File: src/rtl/apb_wdt.sv
// APB watchdog: loadable down-counter with warn interrupt on first timeout
// and a fixed-width reset request on a second consecutive timeout.
module apb_wdt #(
    parameter int          CNT_W     = 32,
    parameter int          PRESC     = 8,
    parameter int          RST_PULSE = 16,
    parameter logic [31:0] KEY       = 32'hA5A5_5A5A
) (
    input  logic        apb_pclk,
    input  logic        apb_prst,
    input  logic        apb_psel,
    input  logic [4:0]  apb_paddr,
    input  logic        apb_pwrite,
    input  logic        apb_penable,
    input  logic [31:0] apb_pwdata,
    output logic [31:0] apb_prdata,
    output logic        wdt_int_o,
    output logic        wdt_rst_o
);

    localparam int PW = (PRESC > 1) ? $clog2(PRESC) : 1;
    localparam int QW = (RST_PULSE > 1) ? $clog2(RST_PULSE) : 1;
    localparam logic [PW-1:0] PRESC_MAX = PW'(PRESC - 1);
    localparam logic [QW-1:0] PULSE_MAX = QW'(RST_PULSE - 1);

    localparam logic [1:0] S_IDLE = 2'd0;
    localparam logic [1:0] S_RUN  = 2'd1;
    localparam logic [1:0] S_WARN = 2'd2;
    localparam logic [1:0] S_BITE = 2'd3;

    localparam logic [2:0] A_CTRL   = 3'd0;
    localparam logic [2:0] A_LOAD   = 3'd1;
    localparam logic [2:0] A_VALUE  = 3'd2;
    localparam logic [2:0] A_FEED   = 3'd3;
    localparam logic [2:0] A_STATUS = 3'd4;

    typedef struct packed {
        logic lock;
        logic int_en;
        logic rst_en;
        logic en;
    } ctrl_t;

    ctrl_t            ctrl;
    logic [CNT_W-1:0] load_q;
    logic [CNT_W-1:0] cnt_q;
    logic [PW-1:0]    presc_q;
    logic [QW-1:0]    pulse_q;
    logic [1:0]       state;
    logic             int_flag;
    logic             rst_flag;

    logic       wr_stb;
    logic [2:0] reg_sel;
    logic       ctrl_wr, load_wr, feed_wr, stat_wr;
    logic       en_rise, en_fall;
    logic       active, tick, feed, timeout;
    logic [1:0] unused_addr;

    assign unused_addr = apb_paddr[1:0];
    assign wr_stb  = apb_psel & apb_penable & apb_pwrite;
    assign reg_sel = apb_paddr[4:2];

    assign ctrl_wr = wr_stb & (reg_sel == A_CTRL) & ~ctrl.lock;
    assign load_wr = wr_stb & (reg_sel == A_LOAD) & ~ctrl.lock;
    assign feed_wr = wr_stb & (reg_sel == A_FEED) & (apb_pwdata == KEY);
    assign stat_wr = wr_stb & (reg_sel == A_STATUS);

    assign en_rise = ctrl_wr &  apb_pwdata[0] & ~ctrl.en;
    assign en_fall = ctrl_wr & ~apb_pwdata[0] &  ctrl.en;

    assign active  = (state == S_RUN) | (state == S_WARN);
    assign tick    = (presc_q == PRESC_MAX);
    assign feed    = feed_wr & active;
    // A feed or disable in the same cycle suppresses the timeout and its flag.
    assign timeout = active & tick & (cnt_q == '0) & ~feed & ~en_fall;

    always_ff @(posedge apb_pclk) begin
        if (apb_prst) begin
            ctrl      <= '0;
            load_q    <= '0;
            cnt_q     <= '0;
            presc_q   <= '0;
            pulse_q   <= '0;
            state     <= S_IDLE;
            int_flag  <= 1'b0;
            rst_flag  <= 1'b0;
            wdt_rst_o <= 1'b0;
        end else begin
            if (ctrl_wr)
                ctrl <= ctrl_t'(apb_pwdata[3:0]);
            if (load_wr)
                load_q <= apb_pwdata[CNT_W-1:0];

            // W1C loses to a same-cycle set
            int_flag <= (int_flag & ~(stat_wr & apb_pwdata[0])) | (timeout & (state == S_RUN));
            rst_flag <= (rst_flag & ~(stat_wr & apb_pwdata[1])) | (timeout & (state == S_WARN));

            case (state)
                S_IDLE: begin
                    presc_q <= '0;
                    if (en_rise) begin
                        cnt_q <= load_q;
                        state <= S_RUN;
                    end
                end
                S_RUN, S_WARN: begin
                    if (en_fall) begin
                        state <= S_IDLE;
                    end else if (feed) begin
                        cnt_q   <= load_q;
                        presc_q <= '0;
                        state   <= S_RUN;
                    end else if (tick) begin
                        presc_q <= '0;
                        if (cnt_q != '0) begin
                            cnt_q <= cnt_q - 1'b1;
                        end else begin
                            cnt_q <= load_q;
                            if (state == S_RUN) begin
                                state <= S_WARN;
                            end else if (ctrl.rst_en) begin
                                state     <= S_BITE;
                                wdt_rst_o <= 1'b1;
                                pulse_q   <= '0;
                            end else begin
                                state <= S_RUN;
                            end
                        end
                    end else begin
                        presc_q <= presc_q + 1'b1;
                    end
                end
                default: begin
                    // Pulse always completes; counter and prescaler stay frozen.
                    pulse_q <= pulse_q + 1'b1;
                    if (pulse_q == PULSE_MAX) begin
                        wdt_rst_o <= 1'b0;
                        state     <= S_RUN;
                    end
                end
            endcase
        end
    end

    always_comb begin
        apb_prdata = '0;
        if (apb_psel) begin
            case (reg_sel)
                A_CTRL:   apb_prdata[3:0]       = ctrl;
                A_LOAD:   apb_prdata[CNT_W-1:0] = load_q;
                A_VALUE:  apb_prdata[CNT_W-1:0] = cnt_q;
                A_STATUS: apb_prdata[1:0]       = {rst_flag, int_flag};
                default:  apb_prdata = '0;
            endcase
        end
    end

    assign wdt_int_o = int_flag & ctrl.int_en;

endmodule

File: config.mk
export PLATFORM = sky130hd
export DESIGN_NAME = apb_wdt
export DESIGN_NICKNAME = d
export VERILOG_FILES = /design/src/rtl/apb_wdt.sv
export SDC_FILE = /design/constraint.sdc
export NUM_CORES = 1
export LEC_CHECK = 0
export BUFFER_PORTS_ARGS = -buffer_cell sky130_fd_sc_hd__clkbuf_2
export CAP_MARGIN = 20
export CORE_ASPECT_RATIO = 0.7
export CORE_MARGIN = 2
export CORE_UTILIZATION = 35
export DETAILED_ROUTE_END_ITERATION = 10
export PLACE_DENSITY_LB_ADDON = 0.2
export SKIP_CTS_REPAIR_TIMING = 1
export SYNTH_ARGS = -nofsm -noshare
export SYNTH_HDL_FRONTEND = slang
export SYNTH_SLANG_ARGS = --single-unit
File: constraint.sdc
create_clock -name apb_pclk -period 4.2 [get_ports apb_pclk]
set_input_delay 0.42 -clock apb_pclk [delete_from_list [all_inputs] [get_ports apb_pclk]]
set_output_delay 0.42 -clock apb_pclk [all_outputs]
set_load 0.01 [all_outputs]
Yosys cells after proc, flatten, opt, wreduce, memory -nomap -nowiden
Cells that the tools add are included.

storage, ports and cells
  register bits after elaboration = 80

operators by class
  add/subtract/negate cells = 3
  equality and inequality tests = 19
  mux-type cells = 38
  bitwise logic cells = 36
  reduce and logical (&&, ||, !) cells = 13

operator list
  cell                                                  number
  two-way mux 32 bit                                    6
  one-hot mux 32 bit (2 select lines)                   1
  one-hot mux 28 bit (2 select lines)                   1
  equality test 32 bit (second input constant)          1
  logical NOT 32 bit                                    1
  nonzero test 32 bit                                   1
  subtractor 32 x 1 -> 32 bit (second input constant)   1
  AND 1 bit                                             25
  two-way mux 4 bit                                     6
  two-way mux 2 bit                                     8
  inequality test 2 bit (second input constant)         7
  two-way mux 3 bit                                     3
  inequality test 4 bit (second input constant)         2
  inverter 1 bit                                        8
  one-hot mux 2 bit (4 select lines)                    1
  one-hot mux 4 bit (2 select lines)                    1
  AND reduction 4 bit                                   2
  AND reduction 8 bit                                   1
  two-way mux 1 bit                                     7
  AND reduction 7 bit                                   1
  equality test 3 x 2 -> 1 bit (second input constant)  2
  equality test 3 bit (second input constant)           2
  one-hot mux 2 bit (3 select lines)                    1
  one-hot mux 3 bit (2 select lines)                    1
  other kinds (16)                                      19

Depth between registers and ports, before layout
Gate-level depths: netlist of run 1.

  depth in word-level cells = 10
  mapped depth = 10

Worst setup path before layout of run 1
Ideal clock, no wire load.

  path type = input to register
  from = input apb_pwdata[13]
  to = register cnt_q[15]
  library setup time = 0.136 ns
  data arrival time = 2.173 ns
  data required time = 4.064 ns
  slack = 1.892 ns
  cell stages on the path = 8
  path buffers = 2
  cell sequence = or3b_1 > or4_4 > o31ai_2 > buf_4 > nor2_4 > buf_2 > mux2i_1 > o32ai_1

on the way
  cells in the longest elaborated chain, start to end = 6
  elaborated cells on any way between the ends = 8
  those cells by class = 2 x eq/ne; 3 x mux; 2 x bitwise; 1 x reduce/logical

RTL lines
  item                                 RTL line  source
  start: declaration                   15        input logic [31:0] apb_pwdata,
  equality test 32 bit *               66        assign feed_wr = wr_stb & (reg_sel == A_FEED) & (apb_pwdata == KEY);
  AND 1 bit *                          66
  AND 1 bit *                          74        assign feed = feed_wr & active;
  two-way mux 32 bit                   110       end else if (feed) begin
  two-way mux 32 bit                   108       if (en_fall) begin
  one-hot mux 32 bit (2 select lines)  99        case (state)
  end signal: assignment               103       cnt_q <= load_q;
  end signal: assignment               111       cnt_q <= load_q;
  end signal: assignment               117       cnt_q <= cnt_q - 1'b1;
  end: declaration                     46        logic [CNT_W-1:0] cnt_q;

Every way passes the cells marked *; elsewhere a longest branch is shown, timed or not. The select of a mux whose other input is x is not followed.
A chain may end at the register's enable or synchronous reset.

Worst setup path after layout of run 1
  from = input apb_pwdata[2]
  to = register cnt_q[9]

Same word-level chain as after synthesis.

==> flow_summary.ini, run 1 <==
[logic_synthesis]
yosysTopAreaCell = dfxtp_1
synth_cell_types = 59
syn_avg_cell_area_um2 = 7.700
synthTopCellsByArea = dfxtp_1 33%, nand2_1 7.3%, a21oi_1 6.9%
synth_common_cells = 95 x nand2_1, 80 x dfxtp_1, 67 x a21oi_1
netlist_area_um2 = 4890
yosysMostFrequentCell = nand2_1
synth_nets = 685
ys_seq_elements = 80
yosysWarnings = 0
synth_edf_count = 0
synth_top_cell_area_share_pct = 32.75
syn_inst = 635
synth_flop_cell = dfxtp_1
yosysSeqAreaShare_pct = 32.75
async_flop_share_pct = 0

[placed_design]
globalplace.congestion = 0.8512
dpl_cell_area_um2 = 5421
dpl.hpwl_um = 11060
io_buffers = 73

[power]
vdd_drop_max_mv = 0.1818
leakage_uw = 0.001985
p_per_area_nw_per_um2 = 295.0

[clock_network]
clk_path_buf_depth = 2
root_buffer = clkbuf_16
clk_pin_slew_worst_paths_ps = 60
htree_levels = 3
clkLatencyLatePin_ps = 340
cts_tree = built
cts.sinks = 80
cts-buffers-inserted = 9

[timing]
relSlewSlack_pct = 40.43
setup-violations-final = 0
fin_crit_sh_pct = 71.19
holdWs_ps = 307.2
worst_pin_slew_ps = 893.5
finalMaxSlewViolations = 0
min_period_ps = 2990
hold_violations = 0
finalSetupTns_ps = 0
fin_worst_skew_ps = 3.982
fmax_mhz = 334.5
rsz0062_at_grt = false

[drt]
dr.pass1.iters = 5
detail_route.wl_per_cell_um = 17.56
drc_errors = 0
avgViaCountPerCell = 5.728
num_vias = 5029
ant_nets = 0
wl_um = 15420
drt_iter0_drc = 378

[outcome]
outcome = complete, no violations

[flow_run]
cap_violations = 0

[grt]
use_met1_pct = 29.32
grt_start_max_net_pins = 77
grt_pass1_vias = 4880
grt_use_total_pct = 21.07
grt_pass1_wl_um = 25190
antenna_found_initial = 0
grt_overflow = 0
busiest_layer = met2
grt_use_met2_pct = 33.80
grt_use_met3_pct = 4.115

[min_path]
hold_path_class = primary input to flop

[critical_path]
cp_num_buf_inv = 1
crit_type = primary input to flop
critPathMaxStageDelay_ps = 700
cp_top_family = simple AND/OR/NAND/NOR gates
critPathRequiredTime_ps = 4440
end_kind = flop
crit_slowest_cell = nor4bb_1
worst_ep_arrival_time_ps = 3230
startpoint_type = primary input
crit_fanout = 20
ff2ff_setup_slack_ps = 1410
crit_chain = clkbuf_2, nor4bb_1, nand4_1, o31ai_2, or2_2, o21ai_1, a2111oi_2

[die]
ioPinCount = 76
die_width_um = 145.3
core_um2 = 13780
num_rows = 36
die_h_um = 102.9
fp.dieArea_um2 = 14950
start_util_pct = 35.48

[layout]
drive_above_1_share_pct = 17.59
design_area_um2 = 5722
area_delta_synth_final_pct = 17.02
final_nets = 733
antenna_cells = 0
fill_cells = 1416
## registers in the layout (all words and copies together), names as in the netlist
| register | flops |
|---|---|
| cnt_q | 32 |
| pulse_q | 4 |
| state | 2 |
| rst_flag | 1 |
| load_q | 32 |
| ctrl | 4 |
| presc_q | 3 |
| wdt_rst_o | 1 |
| int_flag | 1 |
## worst register-to-register path, delay by kind of cell, from the launching register on
family | cells | cell delay (ps)
buffers and inverters | 1 | 250
AND/OR/NAND/NOR | 4 | 1560
flip-flops | 1 | 350
AO/OA/AOI/OAI | 2 | 540
## routing by layer
layer	vias up	wire, µm
li1	2415	-
met1	2424	7608
met2	173	6724
met3	17	923
met4	0	161
met5	-	0
## cell usage in the layout (no fill, tap or decap), types with 7 or more instances in the layout
master,n
nand2_1,95
dfxtp_1,80
clkbuf_2,73
a21oi_1,67
inv_1,35
nor2b_1,35
a22oi_1,31
nor2_1,29
nor3_1,26
mux2i_1,23
o32ai_1,19
nand3_1,16
nand4_1,14
buf_4,11
nor4_1,10
clkbuf_16,9
o21ai_1,8
ha_1,8
or3_1,7
and2_1,7
## where the power goes
part	internal (µW)	leakage [µW]	switching, µW
Sequential	762	0.000644	3.63
Combinational	39.4	0.00119	74.6
Clock	492	0.000150	316
## stage by stage
step	worst slack (ps)	utilization, %	std cells	total power, µW
2_1_floorplan	1892	-	635	846.7
3_3_place_gp	988.2	38.93	860	893.0
3_5_place_dp	929.8	39.33	862	895.2
4_1_cts	1275	41.51	878	1702
5_1_grt	998.5	41.51	878	1746
6_report	1210	41.51	878	1688
## final timing paths
| kind | start | endpoint | cells after the start |
|---|---|---|---|
| max | apb_pwdata[2] | cnt_q[9] | 7 |
| min | apb_pwdata[14] | load_q[14] | 3 |
| max reg2reg | cnt_q[20] | cnt_q[9] | 7 |
| min reg2reg | rst_flag | rst_flag | 2 |
## kinds of logic after synthesis
family | count (synthesis) | share of synthesized area [%]
flops | 80 | 32.75
mux | 23 | 4.708
fa+ha+maj | 8 | 2.047
simple gates | 272 | 30.17
compound gates | 167 | 23.08
buf+inv | 85 | 7.242
## area by class of cell
class                   instances  area, µm²  share of cell area [%]
multi-input cells             470       2944                   51.45
flip-flops and latches         80       1602                   27.99
repair buffers                 86      503.0                   8.791
clock buffers                  13      260.3                   4.548
well taps                     190      237.7                   4.155
inverters                      36      135.1                   2.362
clock inverters                 3      40.04                  0.6998
No activity file was read; power rests on OpenSTA's default activity.
==> inputs of run 2 (changes only) <==
Clock period 4.2 ns to 2.6 ns, I/O delays scaled along.
==> run 2 against run 1 <==
Global-route usage increased by 0.11 points. Wire length increased by 3.3%. Non-clock buffer count increased by 32. Via count about the same. Critical path depth increased by 2. Hold slack got worse by 150 ps. Total power increased by 60%. Sequential power increased by 62%. Combinational power increased by 78%. Highest routed layer unchanged.
==> flow_summary.ini, run 2 (synthesis gave the netlist of run 1 again) <==
[critical_path]
worst_ep_arrival_time_ps = 2640
ff2ff_path_depth = 9
startpoint_type = primary input
reg2reg_to = cnt_q[15]
ff2ff_setup_slack_ps = 220
end_kind = flop
crit_fanout = 11
crit_type = primary input to flop
critPathRequiredTime_ps = 2840
reg2reg_from = state[0]

[placed_design]
io_buffers = 73
placed_cells = 894
globalplace.congestion = 0.8719
pre_cts_slack_ps = -19.41
dpl.hpwl_um = 11880

[die]
core_um2 = 13780
die_width_um = 145.3
ioPinCount = 76
die_h_um = 102.9
num_rows = 36
start_util_pct = 35.48
fp.dieArea_um2 = 14950

[clock_network]
cts_tree = built
cts.sinks = 80
clkLatencyLatePin_ps = 340
clk_pin_slew_worst_paths_ps = 60
cts-buffers-inserted = 9
htree_levels = 3
clk_path_buf_depth = 2
root_buffer = clkbuf_16

[layout]
final_nets = 766
drive_above_1_share_pct = 21.39
fill_cells = 1448
mostFrequentLayoutCells = 95 x nand2_1, 80 x dfxtp_1, 73 x clkbuf_2, 67 x a21oi_1, 41 x buf_4
antenna_cells = 0
layout.cells.non_filler = 910
final_common_cell = nand2_1
multi_input_area_um2 = 2970
regArea_um2 = 1602
top_regs = cnt_q x32, load_q x32
area_delta_synth_final_pct = 22.42

[timing]
rsz0062_at_grt = false
min_period_ps = 2401
fmax_mhz = 416.4
relSlewSlack_pct = 50.20
finalSetupTns_ps = 0
finalMaxSlewViolations = 0
holdWs_ps = 157.6
hold_violations = 0
fin_worst_skew_ps = 6.886
setup-violations-final = 0
fin_crit_sh_pct = 92.36
postLayoutSetupSlackWorst_ps = 198.7
worst_pin_slew_ps = 736.9

[grt]
grt_use_total_pct = 21.19
grt_pass1_wl_um = 25110
grt_pass1_vias = 4672
grt_overflow = 0
grt_start_max_net_pins = 34
antenna_found_initial = 1

[drt]
num_vias = 5024
wl_met2_um = 6907
ant_nets = 0
wl_um = 15920
wl_met3_um = 1070
drc_errors = 0
avgViaCountPerCell = 5.521
drt_iter0_drc = 337
top_layer_used = met4
wl_met1_um = 7825
dr.pass1.iters = 5
detail_route.wl_per_cell_um = 17.50

[power]
vdd_drop_max_mv = 0.2862
p_per_area_nw_per_um2 = 450.4
post-layout-total-power_uw = 2696
leakage_uw = 0.002148

[min_path]
min_path_cells = 3
worstHoldStart = apb_pwdata[13]
hold_path_end = load_q[13]
hold_path_class = primary input to flop

[flow_run]
cap_violations = 0

[outcome]
outcome = complete, no violations
-- run 2: worst max-delay path: stages --
cell and delay [ps]:
clkbuf_2 90, nor4bb_1 650, nand4_1 350, o31ai_2 380
buf_4 250, nor2_4 120, buf_12 170, mux2i_1 120
a221oi_1 240
-- run 2: area by class of cell --
type | count | share of cell area (%)
Multi-Input combinational cell | 471 | 49.62
Clock inverter | 4 | 0.7525
Sequential cell | 80 | 26.76
Tap cell | 190 | 3.972
Inverter | 36 | 2.258
Timing Repair Buffer | 118 | 12.58
Clock buffer | 11 | 4.055
-- run 2: power breakdown --
group	leakage, µW	switching, µW	internal, µW
logic	0.00136	125	78.3
registers	0.000644	5.87	1230
clock network	0.000145	495	760
total	0.00215	626	2070
-- run 2: metal layers --
metal	vias up	GRT usage [%]
met3	14	4.823
li1	2470	-
met4	0	4.299
met5	-	0
met1	2390	29.50
met2	150	34.01
-- run 2: how the worst max path moves through the flow --
stage,end,from,depth (start not counted),slack (ps)
after floorplan,cnt_q[15],apb_pwdata[13],8,450
after global placement,cnt_q[26],apb_psel,8,50
after detailed placement,cnt_q[26],apb_pwdata[5],8,-20
after CTS,cnt_q[15],state[0],9,40
after global routing,cnt_q[28],state[0],9,9
final,cnt_q[25],apb_pwdata[11],9,200
-- run 2: metrics by stage --
stage / instance area (µm²) / utilization [%]
after floorplan: 4890 / -
after global placement: 5672 / 41.15
after detailed placement: 5672 / 41.15
after CTS: 5959 / 43.24
after global routing: 5986 / 43.43
final: 5986 / 43.43
==> inputs of run 3 (changes only) <==
Settings changed: CORE_MARGIN 2 to 5.
==> run 3 against run 2 <==
Fmax hardly changed. Non-clock buffer count is 1 higher. Register-to-register slack worse by 20 ps. Sequential cell count stayed put. Wire length is 1.0% lower. Cell area is 0.15% lower. Highest routed layer unchanged. Total power is 1.3% higher. Sequential power hardly changed. Critical path type is now flop to flop. Final cell count is 0.11% higher.
==> flow_summary.ini, run 3 (synthesis gave the netlist of run 1 again) <==
[grt]
grt_overflow = 0
grt_use_total_pct = 19.79
grt_pass1_wl_um = 25790
grt_pass1_vias = 4903
antenna_found_initial = 0
grt_start_max_net_pins = 77

[timing]
setup-violations-final = 0
rsz0062_at_grt = false
relSlewSlack_pct = 40.44
hold_violations = 0
finalSetupTns_ps = 0
worst_pin_slew_ps = 893.4
fin_crit_sh_pct = 92.34
holdWs_ps = 152.0
min_period_ps = 2401
fin_worst_skew_ps = 10.40
fmax_mhz = 416.5
finalMaxSlewViolations = 0

[critical_path]
crit_fanout = 28
worst_ep_arrival_time_ps = 2650
critPathMaxStageDelay_ps = 370
crit_slowest_cell = nor3_2
startpoint_type = flop
critPathRequiredTime_ps = 2850
end_kind = flop
crit_type = flop to flop
crit_chain = nor4_1, buf_4, nand4b_1, nor3_2, nor2_4, buf_12, mux2i_1, a2111oi_2

[clock_network]
htree_levels = 3
cts-buffers-inserted = 9
clkLatencyLatePin_ps = 350
clk_pin_slew_worst_paths_ps = 60
clk_path_buf_depth = 2
root_buffer = clkbuf_16
cts.sinks = 80
cts_tree = built

[layout]
antenna_cells = 0
multi_input_area_um2 = 2955
mostFrequentLayoutCells = 95 x nand2_1, 80 x dfxtp_1, 73 x clkbuf_2, 67 x a21oi_1, 43 x buf_4
top_regs = cnt_q x32, load_q x32
final_util_pct = 43.36
final_nets = 766
drive_above_1_share_pct = 21.50
area_delta_synth_final_pct = 22.24
regArea_um2 = 1602
fill_cells = 1434
final_common_cell = nand2_1

[drt]
num_vias = 5098
wl_um = 15760
dr.pass1.iters = 6
ant_nets = 0
detail_route.wl_per_cell_um = 17.30
drt_iter0_drc = 411
drc_errors = 0
avgViaCountPerCell = 5.596

[die]
num_rows = 36
core_um2 = 13780
die_width_um = 151.3
ioPinCount = 76
fp.dieArea_um2 = 16470
start_util_pct = 35.48
die_h_um = 108.9

[outcome]
outcome = complete, no violations

[placed_design]
globalplace.congestion = 0.8672
io_buffers = 73
dpl.hpwl_um = 11690

[power]
leakage_uw = 0.002131
vdd_drop_max_mv = 0.2546
p_per_area_nw_per_um2 = 456.9

[flow_run]
cap_violations = 0

[min_path]
hold_path_class = primary input to flop
-- run 3: cell count changes in the layout (fill, tap and decap cells not counted) --
cell / previous run / this run
clkinv_4: 0 / 1
clkinv_2: 3 / 2
nor4_4: 3 / 2
buf_4: 41 / 43
buf_12: 4 / 3
nor2_2: 1 / 0
nor4_2: 2 / 3
clkinvlp_4: 0 / 1
-- run 3: final timing paths --
| kind | from | endpoint | slack (ps) | depth (start not counted) |
|---|---|---|---|---|
| max | cnt_q[15] | cnt_q[26] | 200 | 8 |
| min | apb_pwdata[31] | load_q[31] | 150 | 3 |
| max reg2reg | cnt_q[15] | cnt_q[26] | 200 | 8 |
| min reg2reg | load_q[13] | load_q[13] | 470 | 2 |
-- run 3: layout make-up --
class                   count  share of cell area (%)
multi-input cells         470                   49.45
flip-flops and latches     80                   26.80
repair buffers            119                   12.52
clock buffers              11                   4.061
well taps                 190                   3.977
inverters                  36                   2.261
clock inverters             5                  0.9420
-- run 3: worst max-delay path, delay by kind of cell, from the launching register on --
kind	cells	cell delay, ps
AO/OA/AOI/OAI	1	350
flip-flops	1	360
buffers and inverters	2	400
AND/OR/NAND/NOR	4	1040
multiplexers	1	140
-- run 3: where the power goes --
group          internal (µW)  switching (µW)  total, µW
Clock                    769             522       1290
Sequential              1230            5.84       1240
Combinational           78.6             125        203
-- run 3: metal layers --
metal  vias to the layer above  part of all wire [%]  track usage (%)
li1                       2476                     -                -
met1                      2447                    51            29.32
met2                       161                    42            29.10
met3                        14                   6.1            4.113
met4                         0                   1.1            4.981
met5                         -                     0                0
-- run 3: per-stage QoR --
step | instances | area [µm²] | total power, µW | worst slack, ps
floorplan | 635 | 4890 | 1368 | 451.6
global placement | 894 | 5647 | 1462 | -36.46
detailed placement | 895 | 5667 | 1465 | -83.51
CTS | 911 | 5966 | 2752 | 54.87
global route | 911 | 5977 | 2841 | 22.09
finish | 911 | 5977 | 2731 | 199.2
